File: config.mk
export PLATFORM = sky130hd
export DESIGN_NAME = ascii_word_tx_flat
export DESIGN_NICKNAME = d
export VERILOG_FILES = /design/src/rtl/rs232_pkg.sv /design/src/rtl/ascii_word_tx_if.sv /design/src/rtl/uart_tx_byte.sv /design/src/rtl/ascii_word_tx.sv /design/src/flat_wrapper.sv
export SDC_FILE = /design/constraint.sdc
export NUM_CORES = 1
export LEC_CHECK = 0
export CORE_MARGIN = 5
export CORE_UTILIZATION = 30
export DETAILED_ROUTE_END_ITERATION = 16
export DONT_BUFFER_PORTS = 1
export PLACE_DENSITY_LB_ADDON = 0.12
export REMOVE_ABC_BUFFERS = 1
export SLEW_MARGIN = 0
export SYNTH_ARGS = -nofsm -noshare
export SYNTH_HDL_FRONTEND = slang
export SYNTH_SLANG_ARGS = --single-unit
File: constraint.sdc
create_clock -name clk -period 2 [get_ports clk]
set_input_delay 0.3 -clock clk [delete_from_list [all_inputs] [get_ports clk]]
set_output_delay 0.3 -clock clk [all_outputs]
set_load 0.05 [all_outputs]
File: src/rtl/rs232_pkg.sv
// Shared rs232 link definitions: UART FSM states and character constants.
// Used by both the TxD word transmitter and the RxD receiver path.
package rs232_pkg;

  typedef enum logic [2:0] {
    IDLE,
    START,
    DATA,
    STOP,
    DONE
  } uart_state_t;

  localparam logic [7:0] ASCII_CR       = 8'h0D;
  localparam logic [7:0] ASCII_LF       = 8'h0A;
  localparam int         UART_DATA_BITS = 8;
  localparam int         WORD_BITS      = 32;

endpackage

File: src/rtl/ascii_word_tx_if.sv
// Host-side bus of the word transmitter: word load/start request, busy/done status, serial line.
interface ascii_word_tx_if;
  import rs232_pkg::*;

  logic                 start;
  logic [WORD_BITS-1:0] data_in;
  logic                 txd;
  logic                 busy;
  logic                 done;

  modport master (output start, data_in, input txd, busy, done);
  modport slave  (input start, data_in, output txd, busy, done);

endinterface

File: src/rtl/uart_tx_byte.sv
// 8N1 serializer for one byte: start bit, 8 data bits LSB first, stop bit, CLKS_PER_BIT clk each.
// A byte offered during the last stop-bit cycle starts its start bit on the next edge, with no idle gap.
module uart_tx_byte
  import rs232_pkg::*;
#(
  parameter int CLKS_PER_BIT = 5208
) (
  input  logic       clk,
  input  logic       rst,
  input  logic       byte_valid,
  input  logic [7:0] byte_data,
  output logic       byte_ready,
  output logic       frame_end,
  output logic       txd
);

  uart_state_t state;
  logic [15:0] baud_cnt;
  logic [2:0]  bit_idx;
  logic [7:0]  shift;
  logic        bit_end;

  assign bit_end    = (baud_cnt == 16'(CLKS_PER_BIT - 1));
  assign frame_end  = (state == STOP) && bit_end;
  assign byte_ready = (state == IDLE) || frame_end;

  always_ff @(posedge clk) begin
    if (rst) begin
      state    <= IDLE;
      baud_cnt <= '0;
      bit_idx  <= '0;
      shift    <= '0;
      txd      <= 1'b1;
    end else if (byte_valid && byte_ready) begin
      state    <= START;
      baud_cnt <= '0;
      bit_idx  <= '0;
      shift    <= byte_data;
      txd      <= 1'b0;
    end else if (state == IDLE) begin
      baud_cnt <= '0;
      txd      <= 1'b1;
    end else if (!bit_end) begin
      baud_cnt <= baud_cnt + 16'd1;
    end else begin
      baud_cnt <= '0;
      case (state)
        START: begin
          state <= DATA;
          txd   <= shift[0];
          shift <= shift >> 1;
        end
        DATA: begin
          if (bit_idx == 3'(UART_DATA_BITS - 1)) begin
            state <= STOP;
            txd   <= 1'b1;
          end else begin
            bit_idx <= bit_idx + 3'd1;
            txd     <= shift[0];
            shift   <= shift >> 1;
          end
        end
        default: begin
          // End of stop bit with nothing offered: back to idle line.
          state <= IDLE;
          txd   <= 1'b1;
        end
      endcase
    end
  end

endmodule

File: src/rtl/ascii_word_tx.sv
// Sends a latched 32-bit word as four 8N1 characters, MSB byte first; busy for the whole word, done pulse after.
// Optional ASCII_TX_CRLF_EN appends CR LF frames. Starts are accepted only in IDLE (never in the done cycle).
module ascii_word_tx
  import rs232_pkg::*;
#(
  parameter int CLKS_PER_BIT = 5208,
  parameter int NUM_BYTES    = 4
) (
  input  logic            clk,
  input  logic            rst,
  ascii_word_tx_if.slave  bus
);

`ifdef ASCII_TX_CRLF_EN
  localparam int TOTAL_BYTES = NUM_BYTES + 2;
`else
  localparam int TOTAL_BYTES = NUM_BYTES;
`endif
  localparam int CNT_W = $clog2(TOTAL_BYTES + 1);

  // DATA here means "word in flight"; bit-level states live in the serializer.
  uart_state_t          state;
  logic [WORD_BITS-1:0] word_q;
  logic [CNT_W-1:0]     byte_cnt;
  logic                 accept;
  logic                 byte_valid;
  logic                 byte_ready;
  logic                 frame_end;
  logic [7:0]           byte_data;
  logic [7:0]           next_byte;

  assign accept = (state == IDLE) && bus.start;

  always_comb begin
    next_byte = '0;
    for (int i = 0; i < NUM_BYTES; i++) begin
      if (byte_cnt == CNT_W'(i)) next_byte = word_q[8*(NUM_BYTES-1-i) +: 8];
    end
`ifdef ASCII_TX_CRLF_EN
    if (byte_cnt == CNT_W'(NUM_BYTES))     next_byte = ASCII_CR;
    if (byte_cnt == CNT_W'(NUM_BYTES + 1)) next_byte = ASCII_LF;
`endif
  end

  // The first byte bypasses word_q so its start bit begins on the edge after accept.
  assign byte_valid = accept || ((state == DATA) && (byte_cnt < CNT_W'(TOTAL_BYTES)));
  assign byte_data  = accept ? bus.data_in[WORD_BITS-1 -: 8] : next_byte;

  always_ff @(posedge clk) begin
    if (rst) begin
      state    <= IDLE;
      word_q   <= '0;
      byte_cnt <= '0;
      bus.busy <= 1'b0;
      bus.done <= 1'b0;
    end else begin
      bus.done <= 1'b0;
      case (state)
        IDLE: begin
          if (accept) begin
            word_q   <= bus.data_in;
            byte_cnt <= CNT_W'(1);
            state    <= DATA;
            bus.busy <= 1'b1;
          end
        end
        DATA: begin
          if (frame_end) begin
            if (byte_cnt == CNT_W'(TOTAL_BYTES)) begin
              state    <= DONE;
              bus.busy <= 1'b0;
              bus.done <= 1'b1;
            end else begin
              byte_cnt <= byte_cnt + CNT_W'(1);
            end
          end
        end
        default: state <= IDLE;
      endcase
    end
  end

  uart_tx_byte #(
    .CLKS_PER_BIT (CLKS_PER_BIT)
  ) u_tx_byte (
    .clk        (clk),
    .rst        (rst),
    .byte_valid (byte_valid),
    .byte_data  (byte_data),
    .byte_ready (byte_ready),
    .frame_end  (frame_end),
    .txd        (bus.txd)
  );

endmodule

File: src/flat_wrapper.sv
// flat-port wrapper written by rule: the top's interface ports become plain ports
module ascii_word_tx_flat import rs232_pkg::*;
#(
  parameter int CLKS_PER_BIT = 5208,
  parameter int NUM_BYTES    = 4
)
  (clk, rst, bus_start, bus_data_in, bus_txd, bus_busy, bus_done);
  ascii_word_tx_if bus_i ();
  input  logic clk;
  input  logic rst;
  input wire logic [$bits(bus_i.start)-1:0] bus_start;
  input wire logic [$bits(bus_i.data_in)-1:0] bus_data_in;
  output wire logic [$bits(bus_i.txd)-1:0] bus_txd;
  output wire logic [$bits(bus_i.busy)-1:0] bus_busy;
  output wire logic [$bits(bus_i.done)-1:0] bus_done;
  assign bus_i.start = bus_start;
  assign bus_i.data_in = bus_data_in;
  assign bus_txd = bus_i.txd;
  assign bus_busy = bus_i.busy;
  assign bus_done = bus_i.done;
  ascii_word_tx #(.CLKS_PER_BIT(CLKS_PER_BIT), .NUM_BYTES(NUM_BYTES)) u_core (.clk(clk), .rst(rst), .bus(bus_i));
endmodule
==> results of run 1 <==
==> per-layer routing <==
| metal | vias to the layer above | share of wire [%] | GRT usage (%) |
|---|---|---|---|
| met4 | 0 | 2.7 | 7.87 |
| met2 | 49 | 42 | 17.8 |
| met3 | 14 | 3.9 | 3.29 |
| li1 | 1498 | - | - |
| met5 | - | 0 | 0 |
| met1 | 1316 | 52 | 18.3 |
==> state kept, by name, indices dropped and copies added, names as in the netlist <==
register	flops
u_core.u_tx_byte.txd	1
u_core.u_tx_byte.bit_idx	3
u_core.state	2
u_core.word_q	32
u_core.bus.busy	1
u_core.u_tx_byte.state	2
u_core.u_tx_byte.baud_cnt	16
u_core.u_tx_byte.shift	8
u_core.bus.done	1
u_core.byte_cnt	3
==> through the flow <==
| step | util [%] | worst slack, ps |
|---|---|---|
| global placement | 32.5 | 107 |
| CTS | 35.6 | 63.1 |
| global route | 35.9 | 3.09 |
| finish | 35.9 | 112 |
| floorplan | - | -9.88 |
| detailed placement | 32.5 | 77.6 |
==> placed cells by master, fill, tap and decap left out, drive strengths merged, types with 2 or more instances in the layout <==
cell    netlist  final
inv          18     19
or3           2      2
ha           12     12
nor2b         2      2
o32ai         7      7
nand2        83     83
buf           9     22
nand3        14     14
nand4         5      5
o41ai         7      7
nand3b        8      8
and3          6      6
nor2         19     19
o21ai         8      8
a221oi        9      9
bufinv        0      3
nor4b         3      3
nor3          6      6
or2           8      8
and4          2      2
a21oi        48     48
nand2b        3      3
a211oi       12     12
nor4          3      3
xnor2         9      9
o211ai        3      3
clkbuf       20     11
xor2          4      4
o22ai         7      7
dfxtp        69     69
==> power breakdown <==
part / internal (uW) / leakage, uW / switching (uW)
clock: 1260 / 0.000166 / 620
combinational: 215 / 0.000705 / 249
sequential: 1460 / 0.000564 / 70.0
total: 2930 / 0.00144 / 939
==> what timing repair did <==
| action | 4_1_cts | 5_1_grt |
|---|---|---|
| resized for setup | 0 | 3 |
| hold buffers | 1 | 0 |
| setup endpoints to repair | 0 | 7 |
| setup buffers | 0 | 2 |
| hold endpoints to repair | 1 | 0 |
==> cell usage after synthesis (2+ instances only) <==
library cell	instances
a221oi_1	8
nor4_1	3
or2_2	8
xnor2_1	9
o22ai_1	7
o41ai_1	7
inv_1	18
dfxtp_1	69
nor3_1	5
xor2_1	4
buf_6	2
nor2_1	19
o21ai_0	8
buf_2	4
a21oi_1	48
nand3b_1	8
nand2b_1	3
a211oi_1	11
and4_1	2
nand3_1	14
nand4_1	4
buf_1	2
o32ai_1	7
nor2b_1	2
ha_1	12
and3_1	6
nor4b_4	3
clkbuf_1	20
or3_1	2
nand2_1	83
o211ai_1	3
==> area by class of cell <==
| class | instances | area share [%] |
|---|---|---|
| clock buffer | 11 | 5.98 |
| clock inverter | 5 | 2.62 |
| inverter | 18 | 1.66 |
| multi-input combinational | 302 | 46.1 |
| sequential | 69 | 34.0 |
| tap | 143 | 4.41 |
| timing repair buffer | 23 | 5.24 |
==> worst paths after layout <==
kind | depth (start not counted) | to | slack (ps) | start
max | 6 | u_core.u_tx_byte.shift[6] | 110 | u_core.byte_cnt[0]
min | 1 | u_core.word_q[23] | 20 | rst
max reg2reg | 6 | u_core.u_tx_byte.shift[6] | 110 | u_core.byte_cnt[0]
min reg2reg | 2 | u_core.word_q[11] | 450 | u_core.word_q[11]
==> logic make-up after synthesis <==
kind of cell    share of synthesized area [%]
compound gates                           20.9
xor+xnor                                 3.31
fa+ha+maj                                4.37
buf+inv                                  5.82
flops                                    40.2
mux                                     0.291
simple gates                             25.1
==> impl_metrics.tcl, run 1 <==
set metrics [dict create \
    run_status "completed" \
    synth_area_mm2 0.00344 \
    dp_cells 552 \
    fmax_mhz 530 \
    wl_per_cell_um 14.8 \
    synth.avg_cell_area_um2 8.23 \
    setup_violations 0 \
    ir_worst_vdd_mv 0.363 \
    grt_pass1_wl_mm 13.7 \
    multi_input_area_mm2 0.00187 \
    hold_viol 0 \
    overflow 0 \
    maxCapViolations 0 \
    core_area_mm2 0.0113 \
    rsz0062_at_grt "false" \
    routed_via_density 5.04 \
    netlist.area_leader.share_pct 40.2 \
    ys_types 48 \
    placed_cell_area_mm2 0.00368 \
    register_area_mm2 0.00138 \
    grt_usage_pct 13.0 \
    yosysTopAreaCell "dfxtp_1" \
    p_total_uw 3870 \
    clk_pin_slew_worst_paths_ps 60 \
    fin_nets 470 \
    cp_num_buf_inv 0 \
    synth_ff_type "dfxtp_1" \
    crit_top_cell "ha_1" \
    worst_pin_slew_ps 552 \
    leakage_uw 0.00144 \
    required_ps 2250 \
    finClkSkew_ps 9.93 \
    port_buffers 0 \
    cts-root-buf "clkbuf_16" \
    yosysWarnings 0 \
    cts_buffers 9 \
    holdWs_ps 23.5 \
    cts_tree "built" \
    slew_headroom_pct 63.1 \
    vias 2877 \
    area_growth_syn_to_layout_pct 18.1 \
    syn_inst 418 \
    routed_wl_mm 8.43 \
    crit_family "compound AO/OA/AOI/OAI gates" \
    grt_max_degree 46 \
    fin_area_mm2 0.00406 \
    path_class "register to register" \
    drtIter0Drc 187 \
    ys_ff_latch 69 \
    cp-start-kind "register" \
    cp_slowest_stage_delay_ps 390 \
    worst_setup_path_end_kind "register" \
    cts_buffer_depth 2 \
    slew_viol_final 0 \
    cts.sink_count 69 \
    synthTopCellsByArea "dfxtp_1 40%, nand2_1 9.1%, a21oi_1 7.0%, ha_1 4.4%, a211oi_1 2.4%" \
    insertedDiodeCount 0 \
    clock_latency_ps 340 \
    fin_crit_sh_pct 94.4 \
    ant_nets 0 \
    cp_max_fo 8 \
    nFillCells 1198 \
    die-area_mm2 0.0137 \
    io_pins 38 \
    cts-htree-levels 3 \
    finalCriticalPeriod_ps 1890 \
    crit_arrival_ps 2140 \
    drc 0 \
    path_cells "ha_1 -> ha_1 -> or2_2 -> a221oi_1 -> o22ai_1 -> a211oi_1" \
    antenna_found_initial 0 \
    final_cells 571 \
    start_util_pct 30.4 \
    rows 39 \
    place_congestion 0.767 \
    synth_seq_area_share_pct 40.2 \
    synthArstFlopShare_pct 0 \
    critPathSlowestCell "or2_2" \
    drt-pass1-iter-count 4 \
    die_h_um 117 \
    die_x_um 117 \
    hold_path_class "primary input to register" \
    grt_pass1_vias 2679 \
    dp_hpwl_mm 5.72 \
    tns_ps 0 \
    drive_above_1_share_pct 13.6 \
    power_density_mw_per_mm2 953 \
    synth_edf_count 0 \
]
No activity file was read; power rests on OpenSTA's default activity.
==> run 2: changes to the inputs <==
- CTS_BUF_LIST: default -> sky130_fd_sc_hd__clkbuf_16
- HOLD_SLACK_MARGIN: default -> 0.1
- PLACE_DENSITY_LB_ADDON: 0.12 -> default
==> run 2 against run 1 <==
Cell area up 3.2%. Final cell count increased by 3.3%. Wire length is 0.52% lower. Die area did not move. Power is 11% lower. Combinational power up 6.2%. Via count increased by 5.2%. Largest power group is now registers.
==> impl_metrics.tcl, run 2 (synthesized netlist as in run 1, its figures left out) <==
set metrics [dict create \
    run_status "completed" \
    finalCriticalPeriod_ps 1890 \
    cts_buffer_depth 2 \
    switching_share_pct 26.8 \
    io_pins 38 \
    power_density_mw_per_mm2 821 \
    p_comb_share_pct 14.3 \
    clk_pin_slew_worst_paths_ps 60 \
    die_x_um 117 \
    fmax_mhz 529 \
    tns_ps 0 \
    layout_commonest_cell "nand2_1" \
    hold_viol 0 \
    grt_max_degree 42 \
    cts.sink_count 69 \
    setup_violations 0 \
    largest-register "u_core.word_q" \
    grt_pass1_vias 2863 \
    p_seq_share_pct 44.7 \
    dp_hpwl_mm 5.67 \
    cts-root-buf "clkbuf_16" \
    drc 0 \
    nFillCells 1154 \
    holdWs_ps 114 \
    ir_worst_vdd_mv 0.333 \
    placed_cell_area_mm2 0.00361 \
    reg_top3 "u_core.word_q x32, u_core.u_tx_byte.baud_cnt x16, u_core.u_tx_byte.shift x8" \
    place_congestion 0.779 \
    slew_viol_final 0 \
    crit_arrival_ps 2120 \
    leakage_uw 0.00148 \
    path_cells "ha_1 -> ha_1 -> or2_2 -> a221oi_2 -> o22ai_1 -> a211oi_1" \
    drtIter0Drc 159 \
    largest_reg_flops 32 \
    grt_usage_pct 12.5 \
    fin_area_mm2 0.00419 \
    antenna_found_initial 0 \
    cts_tree "built" \
    crit_top_cell "ha_1" \
    wl_per_cell_um 14.2 \
    maxCapViolations 0 \
    finClkSkew_ps 7.32 \
    fin_crit_sh_pct 94.5 \
    drive_above_1_share_pct 12.1 \
    rsz0062_at_grt "false" \
    worst_setup_path_end_kind "register" \
    cts_buffers 9 \
    critPathSlowestCell "or2_2" \
    required_ps 2230 \
    vias 3026 \
    port_buffers 0 \
    grt_pass1_wl_mm 13.5 \
    layout_common_cells "83 x nand2_1, 68 x dfxtp_1, 48 x a21oi_1" \
    cp_max_fo 8 \
    ant_nets 0 \
    overflow 0 \
    die_h_um 117 \
    die-area_mm2 0.0137 \
    cp_slowest_stage_delay_ps 390 \
    core_area_mm2 0.0113 \
    worst_pin_slew_ps 630 \
    p_int_uw 2520 \
    cp-start-kind "register" \
    fin_nets 489 \
    hold_path_class "primary input to register" \
    cts-htree-levels 3 \
    post-place-ws_ps 115 \
    routed_via_density 5.13 \
    path_class "register to register" \
    power.switching_uw 921 \
    clkPwrFrac_pct 41.0 \
    clock_latency_ps 330 \
    drt-pass1-iter-count 5 \
    area_growth_syn_to_layout_pct 21.9 \
    slew_headroom_pct 58.0 \
    start_util_pct 30.4 \
    insertedDiodeCount 0 \
    fin_ws_ps 109 \
    rows 39 \
    routed_wl_mm 8.38 \
]
## run 2: path summary, 6_finish.rpt
| check | startpoint | to | slack (ps) | depth (start not counted) |
|---|---|---|---|---|
| min | bus_data_in[3] | u_core.word_q[3] | 110 | 2 |
| min reg2reg | u_core.word_q[9] | u_core.word_q[9] | 460 | 2 |
| max | u_core.byte_cnt[0] | u_core.u_tx_byte.shift[1] | 110 | 6 |
| max reg2reg | u_core.byte_cnt[0] | u_core.u_tx_byte.shift[1] | 110 | 6 |
## run 2: per-layer routing
metal / GRT usage [%] / share of wire [%]
met3: 2.57 / 4.4
met2: 20.8 / 47
met4: 6.04 / 2.0
met1: 15.4 / 47
met5: 0 / 0
## run 2: what timing repair did
item | in CTS | in global routing
hold buffers | 28 | 0
hold endpoints to repair | 41 | 0
setup buffers | 0 | 0
setup endpoints to repair | 0 | 8
gates resized for setup | 0 | 6
## run 2: metrics by stage
step | total power, uW | instances | utilization [%]
6_report | 3440 | 590 | 37.0
5_1_grt | 3610 | 590 | 37.0
4_1_cts | 3480 | 590 | 36.8
3_5_place_dp | 1990 | 546 | 31.9
3_3_place_gp | 1970 | 546 | 31.9
2_1_floorplan | 1850 | 389 | -
## run 2: power groups by stage
stage / registers (uW) / logic, uW / clock network (uW)
floorplan: 1550 / 305 / 0
global placement: 1560 / 415 / 0
detailed placement: 1560 / 423 / 0
CTS: 1530 / 486 / 1460
global route: 1550 / 540 / 1520
finish: 1540 / 493 / 1410
## run 2: worst max-delay path: cells and delay by family (launching register included)
kind | cells | cell delay, ps
flops | 1 | 340
simple gates | 1 | 390
compound gates | 3 | 650
fa+ha+maj | 2 | 400
## run 2: layout make-up
cell class                      instances  area, um2  area share [%]
Multi-Input combinational cell        302       1890            45.0
Sequential cell                        69       1380            33.0
Timing Repair Buffer                   42        408            9.73
Clock buffer                            9        225            5.37
Tap cell                              143        179            4.27
Inverter                               18       67.6            1.61
Clock inverter                          7       43.8            1.04
==> run 3: changes to the inputs <==
- CORE_MARGIN: 5 -> default
- CORE_UTILIZATION: 30 -> 57
- PLACE_DENSITY: default -> 0.75
==> run 3 against run 2 <==
Sequential cell count stayed put. First-iteration DRC count is 18% higher. Largest cell class unchanged. Clock power is 28% higher. Combinational power is 3% lower. Cell area is 4.3% lower. Wire length is 4.2% lower. Register-to-register slack better by 30 ps. Global-route usage is 14 points higher. Critical path depth stayed put. Die area is 54% lower. Power is 11% higher. Critical path type unchanged. Hold slack worse by 12 ps.
==> impl_metrics.tcl, run 3 (synthesized netlist as in run 1, its figures left out) <==
set metrics [dict create \
    drc 0 \
    maxCapViolations 0 \
    p_comb_share_pct 12.5 \
    setup_violations 0 \
    cts_buffer_depth 2 \
    area_growth_syn_to_layout_pct 16.7 \
    routed_via_density 6.04 \
    core_area_mm2 0.00568 \
    io_pins 38 \
    start_util_pct 60.6 \
    die-area_mm2 0.00635 \
    rsz0062_at_grt "true" \
    p_seq_share_pct 40.2 \
    worst_setup_path_end_kind "register" \
    routed_wl_mm 8.03 \
    final_cells 500 \
    cp_num_buf_inv 0 \
    die_h_um 79.7 \
    cts_buffers 9 \
    path_class "register to register" \
    dp_cells 472 \
    worst_pin_slew_ps 527 \
    drive_above_1_share_pct 13.3 \
    p_int_uw 2880 \
    slew_headroom_pct 64.8 \
    cts-root-buf "clkbuf_16" \
    layout_commonest_cell "nand2_1" \
    ir_worst_vdd_mv 0.643 \
    ant_nets 0 \
    port_buffers 0 \
    grt_pass1_wl_mm 12.7 \
    leakage_uw 0.00144 \
    placed_cell_area_mm2 0.00349 \
    required_ps 2240 \
    crit_top_cell "ha_1" \
    grt_max_degree 46 \
    rows 27 \
    fin_nets 470 \
    cts_tree "built" \
    largest_reg_flops 32 \
    slew_viol_final 0 \
    cp_max_fo 8 \
    fmax_mhz 537 \
    power.switching_uw 937 \
    wl_per_cell_um 16.1 \
    tns_ps 0 \
    layout_common_cells "83 x nand2_1, 67 x dfxtp_1, 48 x a21oi_1" \
    vias 3018 \
    fin_crit_sh_pct 93.2 \
    finClkSkew_ps 5.67 \
    insertedDiodeCount 0 \
    finish.utilization_pct 70.7 \
    path_cells "ha_1 -> ha_1 -> or2_2 -> a221oi_2 -> o22ai_1 -> a211oi_1" \
    place_congestion 0.807 \
    cts.sink_count 69 \
    crit_family "compound AO/OA/AOI/OAI gates" \
    dp_hpwl_mm 4.92 \
    clock_latency_ps 330 \
    antenna_found_initial 0 \
    critPathSlowestCell "or2_2" \
    run_status "completed" \
    crit_arrival_ps 2100 \
    cp_slowest_stage_delay_ps 380 \
    die_x_um 79.7 \
    largest-register "u_core.word_q" \
    cts-htree-levels 3 \
    drt-pass1-iter-count 5 \
    finalCriticalPeriod_ps 1860 \
    cp-start-kind "register" \
    grt_usage_pct 26.4 \
    reg_top3 "u_core.word_q x32, u_core.u_tx_byte.baud_cnt x16, u_core.u_tx_byte.shift x8" \
    p_total_uw 3820 \
    clkPwrFrac_pct 47.3 \
    grt_pass1_vias 2731 \
    switching_share_pct 24.5 \
    drtIter0Drc 187 \
    power_density_mw_per_mm2 952 \
    hold_viol 0 \
    fin_area_mm2 0.00401 \
    overflow 0 \
    clk_pin_slew_worst_paths_ps 60 \
    hold_path_class "primary input to register" \
]
[run 3: repair_timing]
action	in CTS	in global routing
gates cloned	0	1
hold buffers	6	3
hold endpoints to repair	41	3
pin swaps	0	2
buffers inserted	1	1
setup endpoints to repair	1	12
gates resized for setup	0	11
[run 3: stage by stage]
stage / worst slack [ps] / hold slack, ps
after floorplan: -9.88 / 369
after global placement: 104 / 373
after detailed placement: 20.6 / 374
after CTS: 32.2 / 100
after global routing: -13.0 / 102
final: 136 / 103
[run 3: worst paths after layout]
kind	depth (start not counted)	startpoint	slack, ps	endpoint
setup / recovery	6	u_core.byte_cnt[0]	140	u_core.u_tx_byte.shift[5]
hold / removal	2	bus_data_in[14]	100	u_core.word_q[14]
setup reg to reg	6	u_core.byte_cnt[0]	140	u_core.u_tx_byte.shift[5]
hold reg to reg	2	u_core.word_q[17]	460	u_core.word_q[17]
[run 3: layer usage]
layer	up-vias	part of all wire [%]	GRT usage, %
li1	1493	-	-
met1	1427	43	31.1
met2	85	50	45.3
met3	13	5.7	6.97
met4	0	1.4	10.4
met5	-	0	0
[run 3: worst register-to-register path, cell delays in order, from the launching register on]
cell      delay (ps)
dfxtp_1          340
ha_1             210
ha_1             190
or2_2            380
a221oi_2         230
o22ai_1          160
a211oi_1         260
[run 3: power groups by stage]
stage | registers [uW] | logic, uW | clock network (uW)
after global placement | 1560 | 398 | 0
after global routing | 1540 | 521 | 1890
after floorplan | 1550 | 305 | 0
final | 1540 | 477 | 1810
after detailed placement | 1560 | 407 | 0
after CTS | 1530 | 439 | 1820
[run 3: cell type report]
class | count | area, um2
fill | 453 | 1660
sequential | 69 | 1380
clock buffer | 9 | 225
tap | 72 | 90.1
timing repair buffer | 23 | 231
inverter | 18 | 67.6
clock inverter | 7 | 115
multi-input combinational | 302 | 1900
